File: src/rtl/multicycle_ctrl.sv
// multicycle_ctrl: multicycle MIPS control FSM (IF/ID/EXE/MEM/WB) with retired-instruction counter.
// Optional memory wait states are enabled by defining MCTRL_MEMWAIT_EN, which adds the mem_rdy port.
module multicycle_ctrl #(
    parameter int         CNT_W   = 32,
    parameter logic [5:0] HALT_OP = 6'b111111
) (
    input  logic             CLK,
    input  logic             RST,
    input  logic [5:0]       op,
    input  logic             zero,
`ifdef MCTRL_MEMWAIT_EN
    input  logic             mem_rdy,
`endif
    output logic             PCWre,
    output logic [1:0]       PCSrc,
    output logic             IRWre,
    output logic             RegWre,
    output logic [1:0]       RegDst,
    output logic             WrRegDSrc,
    output logic             ALUSrcB,
    output logic             ExtSel,
    output logic [2:0]       ALUOp,
    output logic             mRD,
    output logic             mWR,
    output logic [2:0]       state,
    output logic             halted,
    output logic [CNT_W-1:0] retired
);
    localparam logic [5:0] OP_ADD   = 6'b000000;
    localparam logic [5:0] OP_SUB   = 6'b000001;
    localparam logic [5:0] OP_ADDIU = 6'b000010;
    localparam logic [5:0] OP_ORI   = 6'b010000;
    localparam logic [5:0] OP_SW    = 6'b110000;
    localparam logic [5:0] OP_LW    = 6'b110001;
    localparam logic [5:0] OP_BEQ   = 6'b110100;
    localparam logic [5:0] OP_BNE   = 6'b110101;
    localparam logic [5:0] OP_J     = 6'b111000;
    localparam logic [5:0] OP_JR    = 6'b111001;
    localparam logic [5:0] OP_JAL   = 6'b111010;

    typedef enum logic [2:0] {
        S_IF     = 3'b000,
        S_ID     = 3'b001,
        S_EXE_LS = 3'b010,
        S_MEM    = 3'b011,
        S_WB_LD  = 3'b100,
        S_EXE_BR = 3'b101,
        S_EXE_AL = 3'b110,
        S_WB_AL  = 3'b111
    } state_t;

    state_t cur, nxt;
    logic   halt_q, rdy, is_r, is_imm, is_alu, is_ls, is_br, is_jmp, is_unk, is_halt;

`ifdef MCTRL_MEMWAIT_EN
    assign rdy = mem_rdy;
`else
    assign rdy = 1'b1;
`endif

    assign is_r    = op == OP_ADD || op == OP_SUB;
    assign is_imm  = op == OP_ADDIU || op == OP_ORI;
    assign is_alu  = is_r || is_imm;
    assign is_ls   = op == OP_LW || op == OP_SW;
    assign is_br   = op == OP_BEQ || op == OP_BNE;
    assign is_jmp  = op == OP_J || op == OP_JR || op == OP_JAL;
    assign is_halt = op == HALT_OP;
    assign is_unk  = !(is_alu || is_ls || is_br || is_jmp);
    assign state   = cur;
    // halted shows as soon as HALT is decoded and then sticks via halt_q even if op moves
    assign halted  = halt_q || (cur == S_ID && is_halt);

    // next-state and datapath control decode; everything defaults to inactive
    always_comb begin
        nxt       = cur;
        PCWre     = 1'b0;
        PCSrc     = 2'b00;
        IRWre     = 1'b0;
        RegWre    = 1'b0;
        RegDst    = 2'b00;
        WrRegDSrc = 1'b0;
        ALUSrcB   = 1'b0;
        ExtSel    = 1'b0;
        ALUOp     = 3'b000;
        mRD       = 1'b0;
        mWR       = 1'b0;
        case (cur)
            S_IF: begin
                IRWre = 1'b1;
                nxt   = rdy ? S_ID : S_IF;
            end
            S_ID: if (!halted) begin
                nxt    = is_alu ? S_EXE_AL : is_ls ? S_EXE_LS : is_br ? S_EXE_BR : S_IF;
                PCWre  = is_jmp || is_unk;
                PCSrc  = op == OP_JR ? 2'b10 : (op == OP_J || op == OP_JAL) ? 2'b11 : 2'b00;
                RegWre = op == OP_JAL;
                RegDst = op == OP_JAL ? 2'b10 : 2'b00;
            end
            S_EXE_AL: begin
                ALUSrcB = is_imm;
                ExtSel  = op == OP_ADDIU;
                ALUOp   = op == OP_SUB ? 3'b001 : op == OP_ORI ? 3'b011 : 3'b000;
                nxt     = S_WB_AL;
            end
            S_EXE_LS: begin
                ALUSrcB = 1'b1;
                ExtSel  = 1'b1;
                nxt     = S_MEM;
            end
            S_MEM: begin
                mRD   = op == OP_LW;
                mWR   = op == OP_SW;
                PCWre = op == OP_SW && rdy;
                nxt   = !rdy ? S_MEM : op == OP_LW ? S_WB_LD : S_IF;
            end
            S_WB_LD: begin
                RegWre    = 1'b1;
                WrRegDSrc = 1'b1;
                PCWre     = 1'b1;
                nxt       = S_IF;
            end
            S_EXE_BR: begin
                ALUOp  = 3'b001;
                ExtSel = 1'b1;
                PCWre  = 1'b1;
                PCSrc  = ((op == OP_BEQ && zero) || (op == OP_BNE && !zero)) ? 2'b01 : 2'b00;
                nxt    = S_IF;
            end
            S_WB_AL: begin
                RegWre = 1'b1;
                RegDst = is_r ? 2'b01 : 2'b00;
                PCWre  = 1'b1;
                nxt    = S_IF;
            end
            default: nxt = S_IF;
        endcase
    end

    // state register; reset abandons any instruction in flight
    always_ff @(posedge CLK or negedge RST) begin
        if (!RST) cur <= S_IF;
        else      cur <= nxt;
    end

    // sticky halt flag, cleared only by reset
    always_ff @(posedge CLK or negedge RST) begin
        if (!RST)                        halt_q <= 1'b0;
        else if (cur == S_ID && is_halt) halt_q <= 1'b1;
    end

    // retired-instruction counter, one count per PC commit, wraps naturally
    always_ff @(posedge CLK or negedge RST) begin
        if (!RST)       retired <= '0;
        else if (PCWre) retired <= retired + CNT_W'(1);
    end
endmodule
File: config.mk
export PLATFORM = sky130hd
export DESIGN_NAME = multicycle_ctrl
export DESIGN_NICKNAME = d
export VERILOG_FILES = /design/src/rtl/multicycle_ctrl.sv
export SDC_FILE = /design/constraint.sdc
export NUM_CORES = 1
export LEC_CHECK = 0
export ABC_AREA = 0
export CAP_MARGIN = 40
export CORE_ASPECT_RATIO = 0.9
export CORE_MARGIN = 2
export CORE_UTILIZATION = 30
export CTS_BUF_LIST = sky130_fd_sc_hd__clkbuf_4
export DETAILED_ROUTE_END_ITERATION = 12
export PLACE_DENSITY = 0.58
export SLEW_MARGIN = 5
export SYNTH_ARGS = -nofsm -noshare
export SYNTH_HDL_FRONTEND = slang
export SYNTH_SLANG_ARGS = --single-unit
File: constraint.sdc
create_clock -name CLK -period 2.98 [get_ports CLK]
set_clock_uncertainty 0.1 [all_clocks]
set_input_delay 0.596 -clock CLK [delete_from_list [all_inputs] [get_ports CLK]]
set_output_delay 0.596 -clock CLK [all_outputs]
set_load 0.03 [all_outputs]
After elaboration in Yosys (flattened, before gate mapping):

Cells that the tools add are included.

* register bits: 36
* input port bits: 9
* output and inout bits: 51

* $add $sub $neg: 1
* equal/unequal tests: 19
* muxes and demuxes: 28
* reductions and logical operators: 24

Operator list (number)
* $eq 6x6->1 const B: 8
* $add 32x1->32 const B: 1
* $pmux 3 s6: 1
* $mux 3: 5
* $logic_or 1x1->1: 14
* $mux 2: 7
* $eq 3x3->1 const B: 4
* $pmux 2 s2: 3
* $mux 1: 8
* $eq 3x2->1 const B: 2
* $eq 6x1->1 const B: 1
* $eq 6x2->1 const B: 1
* $eq 6x5->1 const B: 1
* $logic_not 6->1: 1
* $pmux 1 s2: 3
* $reduce_or 2->1: 2
* $eq 3x1->1 const B: 1
* $logic_and 1x1->1: 3
* $logic_not 3->1: 1
* $pmux 1 s3: 1
* $reduce_or 3->1: 1
* $logic_not 1->1: 2
* $ne 2x2->1 const B: 1

Logic depth before layout (Yosys ltp):

* word-level depth: 10
* mapped depth: 8

Worst setup path before layout:

Ideal clock, no wire load.

* path kind: reg2out
* start point: register cur[0], in the netlist state[0]
* end point: output RegWre
* arrival time: 2.319 ns
* data required time: 2.284 ns
* path slack: -0.035 ns
* cell stages (with the launch flop): 6
* path buffers: 0
* path through: dfrtp_1 nand2b_2 or3_4 or3_1 nor3b_2 a31o_1

* longest elaborated chain between the ends: 5

RTL lines
* from (decl): line 52 `state_t cur, nxt;`
* from (signal assigned): line 142 `else cur <= nxt;`
* $eq 3x1->1: line 71, 87
* $logic_and 1x1->1: line 71 `assign halted = halt_q || (cur == S_ID && is_halt);`
* $logic_or 1x1->1: line 71
* $mux 1: line 92 `S_ID: if (!halted) begin`
* $pmux 1 s2 (*): line 87 `case (cur)`
* to (decl): line 17 `output logic RegWre,`

Mark *: on every way between the ends. The rest lies on a longest branch, timed or not.

Worst setup path after layout:

* start point: input op[4]
* end point: output PCWre

* longest elaborated chain between the ends: 10

RTL lines
* from (decl): line 9 `input logic [5:0] op,`
* $eq 6x1->1 (tied with other cells): line 61 `assign is_r = op == OP_ADD || op == OP_SUB;`
* $logic_or 1x1->1 (on tied branches): line 61, 62
* $logic_or 1x1->1: line 63 `assign is_alu = is_r || is_imm;`
* $logic_or 1x1->1 (3 in series): line 68 `assign is_unk = !(is_alu || is_ls || is_br || is_jmp);`
* $logic_not 1->1: line 68
* $logic_or 1x1->1: line 94 `PCWre = is_jmp || is_unk;`
* $mux 1: line 92
* $pmux 1 s3 (*): line 87
* to (decl): line 14 `output logic PCWre,`

Marks and branches as above.

==> flow_summary.ini <==
[synthesis]
synth.avg_cell_area_sq_um = 9.68
synth_largest_area_cell = dfrtp_1
synth_seq_cells = 36
ys_warn_count = 0
netlist_area_sq_um = 2010
synth_top_cell_area_share = 0.447
async_reset_ff_frac = 1.00
yosysSeqAreaShare = 0.447
synthCells = 208
synth_ff_type = dfrtp_1
netlist_top_cells_area = dfrtp_1 (45%), xnor2_1 (13%), nand4_1 (5.6%)
synth_enable_flop_cells = 0
mappedNetlistNets = 218
synth.distinct_cells = 40

[floorplanning]
core_sq_um = 6550
io_pins = 60
dieHeight_microns = 81.7
die_width_microns = 90.4
fp.dieArea_sq_um = 7390
std_cell_rows = 28
initial_core_util = 0.307

[placement]
dp_hpwl_microns = 3610
place_ws_ps = -31.4
io_buffer_count = 58
gp_congestion = 0.845

[critical_path]
cp_max_fo = 3
required_ps = 2280
worstSetupEndpointType = output port
crit_type = in -> out
r2r_slack_ps = 800
worst-endpoint-arrival_ps = 2220
cp-start-kind = input pin

[sta]
finalSetupViolations = 0
finalWorstSetupSlack_ps = 62.9
max-slew-margin-rel = 0.465
slew_violations = 0
tightest_slew_ps = 802
rsz0062_at_grt = yes
tns_ps = 0
period_needed_ps = 2920
fin_crit_sh = 0.979
hold_viol_final = 0
max_freq_ghz = 0.343

[pwr]
cellLeakagePower_uw = 0.00116
power_frac_clock = 0.148
vdd.ir_drop.worst_mv = 0.269
power_frac_comb = 0.465
seqPwrFrac = 0.387
swShare = 0.421
powerDensity_nw_per_um2 = 574
internal_power_uw = 932
power.switching_uw = 679

[status]
status = finished, final reports clean

[final_layout]
fin_nets = 287
area_delta_synth_final_pct = 39.3
antennaDiodeCount = 0
most-common-layout-cells = clkdlybuf4s50_1 (41), dfrtp_1 (36), xnor2_1 (31)
drive_gt1_frac = 0.170
final_common_cell = clkdlybuf4s50_1
n_fill_cell = 679

[route]
drt_iter0_markers = 70
antenna_left = 0
wl_microns = 4930
vias = 1760
drc = 0
vias_per_cell = 4.80
first_pass_iters = 5
wl_per_cell_microns = 13.4

[clock_tree]
cts_tree = yes
clockRootBuffer = clkbuf_4
cts_max_path_buffers = 2
cts_max_level = 2
clk_latency_ps = 340
cts.sinks = 36
clk_pin_slew_ps = 110
numCtsBuffers = 5

[global_routing]
grt_max_degree = 37
grt_pass1_wl_microns = 8050
grt-ovfl-total = 0
antenna_found_initial = 0
track_usage = 0.136
grt_pass1_vias = 1685

[flow_run]
maxCapViolCount = 0

[hold_path]
timing.hold.worst.class = in -> async
[power by group through the flow]
stage | sequential [uW] | combinational, uW | clock (uW)
3_5_place_dp | 634 | 744 | 0
6_report | 623 | 750 | 238
3_3_place_gp | 629 | 739 | 0
4_1_cts | 624 | 745 | 247
2_1_floorplan | 730 | 390 | 0
5_1_grt | 634 | 814 | 264
[synth_stat cells, types with 4 or more instances]
| cell | n |
|---|---|
| xnor2_1 | 31 |
| nor2_1 | 14 |
| nand3_1 | 17 |
| dfrtp_1 | 36 |
| a21oi_1 | 5 |
| nor3_1 | 7 |
| and3_1 | 8 |
| inv_1 | 4 |
| clkbuf_1 | 4 |
| nor2b_1 | 5 |
| o21ai_0 | 4 |
| a31oi_1 | 4 |
| nor3b_1 | 4 |
| nand4_1 | 18 |
| nand2_1 | 12 |
[sequential cells by signal, summed over array words and instances (netlist names)]
register,cells
halt_q,1
retired,32
state,3
[critical path, stage by stage]
cell and delay (ps):
clkdlybuf4s50_1 490, nand3b_1 150, buf_4 170, nor4b_2 310, a31oi_1 200, o31ai_4 120, buf_6 180
[through the flow]
stage	power (uW)	area (sq um)	hold WS, ps	cells	utilization
global placement	1370	2710	361	359	0.414
CTS	1620	2770	256	366	0.422
detailed placement	1380	2710	369	359	0.414
floorplan	1120	2020	200	208	-
global route	1710	2810	292	367	0.428
finish	1610	2810	239	367	0.428
[layout make-up]
| class | instances | area (sq um) | area share |
|---|---|---|---|
| multi-input cells | 156 | 1060 | 0.377 |
| flip-flops and latches | 36 | 901 | 0.321 |
| repair buffers | 74 | 674 | 0.240 |
| well taps | 90 | 113 | 0.0401 |
| clock buffers | 5 | 37.5 | 0.0134 |
| inverters | 4 | 15.0 | 0.00535 |
| clock inverters | 2 | 7.51 | 0.00267 |
[layer usage]
metal,GRT usage,part of all wire
met2,0.223,0.45
met4,0.0369,0.011
met5,0,0
met3,0.0330,0.043
met1,0.182,0.49
[final timing paths]
check | from | end | cells after the start
setup / recovery | op[4] | PCWre | 7
hold / removal | RST | retired[1] | 1
setup reg to reg | state[2] | retired[1] | 5
hold reg to reg | retired[31] | retired[31] | 1
max in group asynchronous | RST | retired[6] | 1
min in group CLK | retired[31] | retired[31] | 1
[kinds of logic after synthesis]
family          after synthesis  share of synthesized area
compound gates               23                     0.0807
xor+xnor                     32                      0.139
fa+ha+maj                     1                    0.00621
buf+inv                      16                     0.0466
flops                        36                      0.447
mux                           1                    0.00559
other cells                   1                    0.00186
simple gates                 98                      0.273
[repair_timing]
item,CTS,global route
setup endpoints to repair,1,4
buffers inserted,0,1
resized for setup,2,8
hold buffers,0,0
pin swaps,0,3
(Power assumes the default switching activity.)
